### src/rtl/mem_access_seq.sv
// mem_access_seq: multicycle load/store sequencer for a word-wide synchronous
// data memory. Sub-word stores use read-modify-write. All outputs are registered.
// Optional feature: define MISALIGN_TRAP_EN to trap misaligned word/half accesses.
module mem_access_seq #(
  parameter int MEM_LAT = 2
) (
  input  logic        clk,
  input  logic        reset,
  input  logic        req_valid,
  input  logic        req_wr,
  input  logic [1:0]  req_size,
  input  logic [31:0] req_addr,
  input  logic [31:0] req_wdata,
  output logic        busy,
  output logic        done,
  output logic [31:0] rdata,
  output logic        misalign,
  output logic [31:0] mem_addr,
  output logic        mem_wr,
  output logic [31:0] mem_wdata,
  input  logic [31:0] mem_rdata
);

  typedef enum logic [2:0] {IDLE, READ, MERGE, WRITE, DONE} state_t;

  // Only the fields the merge/sequencing needs are kept after acceptance.
  typedef struct packed {
    logic        wr;
    logic [1:0]  size;
    logic [1:0]  lane;
    logic [15:0] wdata;
  } req_t;

  localparam logic [2:0] LAST = 3'(MEM_LAT - 1);

  state_t      state, nxt;
  req_t        rq;
  logic [2:0]  cnt;
  logic [31:0] old;
  logic        trap;
  logic        wordsz;

  assign wordsz = (req_size == 2'd0) || (req_size == 2'd3);

  // Replace the selected byte/half lane of the old word (little-endian lanes).
  function automatic logic [31:0] merge(input logic [31:0] w, input req_t r);
    logic [31:0] m;
    m = w;
    if (r.size == 2'd2) m[{r.lane, 3'b000} +: 8]  = r.wdata[7:0];
    else                m[{r.lane[1], 4'b0000} +: 16] = r.wdata[15:0];
    return m;
  endfunction

`ifdef MISALIGN_TRAP_EN
  // Misaligned word (any low bits set) or half (odd address) access traps.
  always_comb trap = (wordsz && (req_addr[1:0] != 2'b00)) ||
                     ((req_size == 2'd1) && req_addr[0]);

  // Flag is set on acceptance so it accompanies the done pulse, cleared after.
  always_ff @(posedge clk or posedge reset)
    if (reset)                          misalign <= 1'b0;
    else if (state == IDLE && req_valid) misalign <= trap;
    else if (state == DONE)             misalign <= 1'b0;
`else
  assign trap     = 1'b0;
  assign misalign = 1'b0;
`endif

  // Next-state logic.
  always_comb begin
    nxt = state;
    case (state)
      IDLE:  if (req_valid) begin
               if (trap)                 nxt = DONE;
               else if (req_wr && wordsz) nxt = WRITE;
               else                       nxt = READ;
             end
      READ:  if (cnt == LAST) nxt = rq.wr ? MERGE : DONE;
      MERGE: nxt = WRITE;
      WRITE: nxt = DONE;
      DONE:  nxt = IDLE;
      default: nxt = IDLE;
    endcase
  end

  // State, latency counter, latched request and registered outputs.
  always_ff @(posedge clk or posedge reset)
    if (reset) begin
      state     <= IDLE;
      cnt       <= 3'd0;
      rq        <= '0;
      old       <= 32'd0;
      busy      <= 1'b0;
      done      <= 1'b0;
      rdata     <= 32'd0;
      mem_addr  <= 32'd0;
      mem_wr    <= 1'b0;
      mem_wdata <= 32'd0;
    end else begin
      state  <= nxt;
      busy   <= (nxt != IDLE);
      done   <= (nxt == DONE);
      mem_wr <= (nxt == WRITE);
      cnt    <= (state == READ && cnt != LAST) ? cnt + 3'd1 : 3'd0;
      case (state)
        IDLE:  if (req_valid) begin
                 rq       <= '{wr: req_wr, size: req_size, lane: req_addr[1:0],
                               wdata: req_wdata[15:0]};
                 mem_addr <= {req_addr[31:2], 2'b00};
                 if (req_wr) mem_wdata <= req_wdata;
               end
        READ:  if (cnt == LAST) begin
                 old <= mem_rdata;
                 if (!rq.wr) rdata <= mem_rdata;
               end
        MERGE: mem_wdata <= merge(old, rq);
        default: ;
      endcase
    end

endmodule

### config.mk
export PLATFORM = sky130hd
export DESIGN_NAME = mem_access_seq
export DESIGN_NICKNAME = d
export VERILOG_FILES = /design/src/rtl/mem_access_seq.sv
export SDC_FILE = /design/constraint.sdc
export NUM_CORES = 1
export LEC_CHECK = 0
export ABC_AREA = 1
export CAP_MARGIN = 20
export CORE_ASPECT_RATIO = 0.9
export CORE_MARGIN = 2
export CORE_UTILIZATION = 49
export CTS_CLUSTER_DIAMETER = 60
export DETAILED_ROUTE_END_ITERATION = 6
export PLACE_DENSITY = 0.9
export SYNTH_ARGS = -nofsm -noshare
export SYNTH_HDL_FRONTEND = slang
export SYNTH_SLANG_ARGS = --single-unit
### constraint.sdc
create_clock -name clk -period 5.6 [get_ports clk]
set_clock_uncertainty 0.05 [all_clocks]
set_input_delay 0.84 -clock clk [delete_from_list [all_inputs] [get_ports clk]]
set_output_delay 0.84 -clock clk [all_outputs]
set_load 0.05 [all_outputs]
; Yosys cells after proc, flatten, opt, wreduce, memory -nomap -nowiden
; Index checks and enable logic that the tools add are counted.
[totals]
ff_bits = 156
word_cells = 55
[op_classes]
addsub = 3
n_eq_ne = 11
shifts = 4
mux = 12
bitwise_logic = 1
n_reduce_logical = 11
[ops]
columns = cell, count
row1 = 32-bit 2-to-1 mux, 3
row2 = 32-bit bitwise mux, 2
row3 = 32-bit case mux with 2 select lines, 1
row4 = "16-bit by 7-bit variable shift with 32-bit output, first input constant", 1
row5 = "8-bit by 7-bit variable shift with 32-bit output, first input constant", 1
row6 = 16-bit by 7-bit indexed part select with 32-bit output, 1
row7 = 8-bit by 7-bit indexed part select with 32-bit output, 1
row8 = 5-bit negation with 7-bit output, 2
row9 = 3-bit 2-to-1 mux, 4
row10 = 3-bit case mux with 4 select lines, 1
row11 = "3-bit by 2-bit equality test with 1-bit output, second input constant", 3
row12 = "3-bit by 1-bit equality test with 1-bit output, second input constant", 2
row13 = 3-bit AND reduction, 2
row14 = "2-bit equality test, second input constant", 2
row15 = "2-bit != test, second input constant", 2
row16 = 2-bit AND reduction, 2
row17 = "3-bit by 1-bit adder with 3-bit output, second input constant", 1
row18 = "3-bit equality test, second input constant", 1
row19 = 3-bit logical NOT, 1
row20 = "3-bit by 1-bit != test with 1-bit output, second input constant", 1
row21 = 3-bit nonzero test, 1
row22 = 1-bit logical AND, 2
row23 = 2-bit logical NOT, 1
row24 = 2-bit 2-to-1 mux, 1
row25 = 3 further kinds, 3

; Longest topological paths before layout
[logic_depth]
depth_word = 7
mapped_depth = 12
depth_no_buf = 9

; Worst setup path after synthesis
; Ideal clock, no wire load.
[synth_path]
path_kind = register to register
start = reg rq[16] (netlist bit)
end = reg mem_wdata[24]
setup_time_ns = 0.077
arrival_time_ns = 1.968
t_required_ns = 5.473
slack_ns = 3.504
stages_incl_launch_ff = 12
period_less_slack_ns = 2.096
path_cell_list = dfrtp_1 > clkinv_1 > clkbuf_1 > ha_1 > buf_2 > inv_1 > nand2_1 > nor2_1 > nand2_1 > nand2_1 > nand2_1 > a21oi_1
[synth_between]
elab_chain_cells = 5
word_cells_on_any_way = 6
classes_between = 1 x add/sub / 2 x shift / 3 x mux
[synth_rtl]
columns = element, line
row1 = "start, declared", 37  ; req_t rq;
row2 = "start signal, assigned", 107  ; rq <= '{wr: req_wr, size: req_size, lane: req_addr[1:0],
row3 = 5-bit negation with 7-bit output (*), 49  ; if (r.size == 2'd2) m[{r.lane, 3'b000} +: 8] = r.wdata[7:0];
row4 = 8-bit by 7-bit indexed part select with 32-bit output or 8-bit by 7-bit variable shift with 32-bit output (tied branches), 49
row5 = 32-bit bitwise mux (*), 49
row6 = 32-bit 2-to-1 mux (*), 49
row7 = 32-bit case mux with 2 select lines (*), 105  ; case (state)
row8 = "end signal, assigned", 110  ; if (req_wr) mem_wdata <= req_wdata;
row9 = "end signal, assigned", 116  ; MERGE: mem_wdata <= merge(old, rq);
row10 = "end, declared", 20  ; output logic [31:0] mem_wdata,
; Mark *: on every way between the ends. The rest lies on a longest branch, timed or not.
; A chain may end at the register's enable or synchronous reset.

; Worst setup path in the final report
[layout_path]
start = reg rq[16] (netlist bit)
end = reg mem_wdata[31]
; The elaborated chain is that of the path after synthesis.

==> results.yml <==
layout:
  final_nets: 1285
  finalInstanceArea_mm2: 0.0104
  final_util_pct: 67.2
  area_delta_synth_final_pct: 34.1
  drive_gt1_share_pct: 6.66
  most-common-layout-cells: "nand2_1 (387), clkdlybuf4s50_1 (198), dfrtp_1 (156)"
  layout_commonest_cell: "nand2_1"
  diodes: 0
global_routing:
  grt_pass1_wl_um: 36000
  grt_max_degree: 69
  grt_usage_pct: 27.9
  grt_overflow_total: 0
  antenna_found_initial: 0
  grt_pass1_vias: 6824
sta:
  rsz0062_at_grt: "false"
  maxSlewHeadroom_pct: 35.5
  slew_viol_final: 0
  max_freq_mhz: 340
  setup-violations-final: 0
  min_period_ns: 2.94
  worst_slew_pin_slew_ns: 0.966
  finalHoldViolCount: 0
  fin_setup_tns_ns: 0
  fin_crit_sh_pct: 52.5
drt:
  vias: 7383
  drtIter0Drc: 838
  drt_drc_violations_left: 0
  vias_per_cell: 5.32
  drt_pass1_iterations: 5
  wl_um: 23000
  ant_nets: 0
  routedWlPerCell_um: 16.6
logic_synthesis:
  ys.flop_type: "dfrtp_1"
  postSynthAreaPerCell_um2: 7.69
  synthArstFlopShare_pct: 100
  yosysUniqueCellTypes: 25
  synth-edff-count: 0
  synth.cell_area_mm2: 0.00773
  yosysWarningCount: 0
  synth_seq_area_share_pct: 50.5
  synthCells: 1005
  ys_seq_elements: 156
floorplan:
  core_area_mm2: 0.0154
  dieWidth_um: 136
  die_y_um: 123
  pin_count: 202
  start_util_pct: 50.1
  rows: 43
  die-area_mm2: 0.0168
power:
  p_total_mw: 7.35
  power.leakage_nw: 5.09
  p_per_area_mw_per_mm2: 709
  ir_drop_mv: 0.463
clock_network:
  htree_levels: 4
  cts_made_buffers: 17
  cts_tree: "built"
  cts-root-buf: "clkbuf_16"
  cts.sinks: 156
  cts_resized: 0
  cts_setup_buffers: 0
  cts_hold_buffers: 0
  cts_buffer_depth: 2
  insertion_delay_ns: 0.43
  path_clk_slew_ns: 0.06
worst_setup_path:
  r2r_start: "rq[16]$_DFFE_PP0P_"
  crit_type: "register to register"
  reg2reg_slack_ns: 2.66
  path_max_fanout: 20
  required_ns: 5.90
  r2r_end: "mem_wdata[31]$_DFFE_PP0P_"
  critPathCaptureType: "register"
  crit_path_start_kind: "register"
  reg2reg_depth: 9
  crit_arrival_ns: 3.24
min_path:
  whs_endpoint: "mem_addr[15]$_DFFE_PP0P_"
  hold_depth: 2
  worstHoldStart: "mem_addr[15]$_DFFE_PP0P_"
  min_path_type: "register to register"
job:
  maxCapViolations: 0
placement:
  port_buffers: 198
  place.gp.congestion: 0.965
  place_hpwl_um: 15700
  placed_area_mm2: 0.00971
outcome:
  status: "complete, no violations"
flip-flops by register name, indices dropped and copies added (netlist names):
name       count
mem_wdata     32
old           32
rq            21
mem_addr      30
state          3
rdata         32
mem_wr         1
done           1
cnt            3
busy           1
where the power goes:
part	internal [mW]	switching [mW]
clock	0.798	0.465
combinational	1.24	2.69
sequential	1.69	0.460
total	3.73	3.62
cell families after synthesis:
kind of cell | synth area share (%)
AOI/OAI and AO/OA | 12.6
xor gates and xnor gates | 0.113
adders and majority gates | 1.13
buffers and inverters | 8.74
DFF | 50.5
other | 0.0485
and+or+nand+nor | 26.8
worst max-delay path by stage:
stage | start | cells after the start | endpoint
2_1_floorplan | reset | 1 | busy$_DFF_PP0_
3_3_place_gp | req_valid | 4 | rq[17]$_DFFE_PP0P_
3_5_place_dp | req_valid | 4 | rq[16]$_DFFE_PP0P_
4_1_cts | rq[16]$_DFFE_PP0P_ | 8 | mem_wdata[18]$_DFFE_PP0P_
5_1_grt | rq[16]$_DFFE_PP0P_ | 9 | mem_wdata[31]$_DFFE_PP0P_
6_report | rq[16]$_DFFE_PP0P_ | 9 | mem_wdata[31]$_DFFE_PP0P_
synthesized netlist by cell type (2+ instances only):
| cell type | count | area share [%] |
|---|---|---|
| buf_6 | 7 | 1.0 |
| inv_1 | 91 | 4.4 |
| clkinv_1 | 3 | 0.15 |
| ha_1 | 7 | 1.1 |
| dfrtp_1 | 156 | 50 |
| o21ai_2 | 31 | 3.5 |
| nor2_4 | 2 | 0.29 |
| o21ai_0 | 67 | 4.3 |
| nand3_1 | 51 | 3.3 |
| nand2_2 | 2 | 0.16 |
| nor2_1 | 69 | 3.3 |
| a21oi_1 | 65 | 4.2 |
| buf_2 | 12 | 0.78 |
| inv_2 | 3 | 0.15 |
| nand3_4 | 3 | 0.68 |
| nand2_1 | 388 | 19 |
| clkbuf_1 | 23 | 1.1 |
| o21ai_1 | 9 | 0.58 |
| buf_4 | 10 | 0.97 |
critical path, cell delays in order (launching register included):
cell and delay [ns]:
dfrtp_1 0.44, clkinv_1 0.55, ha_1 0.66, inv_1 0.12, nand2_1 0.06, nor2_1 0.50, nand2_1 0.11, nand2_1 0.08
nand2_1 0.11, a21oi_1 0.17
layout make-up:
type / count / area [um2]
clock buffer: 19 / 443
clock inverter: 11 / 193
fill: 1219 / 5070
inverter: 98 / 375
multi-input combinational: 700 / 3160
sequential: 156 / 3900
tap: 202 / 253
timing repair buffer: 203 / 2040
through the flow:
stage	hold WS (ns)	setup WS (ns)	std cells
6_report	0.429	2.66	1389
3_5_place_dp	0.414	2.47	1358
3_3_place_gp	0.401	2.49	1358
2_1_floorplan	0.386	0.503	1007
5_1_grt	0.439	2.50	1389
4_1_cts	0.429	2.77	1388
metal layers:
metal	vias to the layer above	share of wire, %	GRT usage, %
met4	0	2.0	9.11
met3	38	9.1	5.99
met2	364	46	42.8
li1	3467	-	-
met5	-	0	0.617
met1	3514	43	39.8
(Power assumes the default switching activity.)
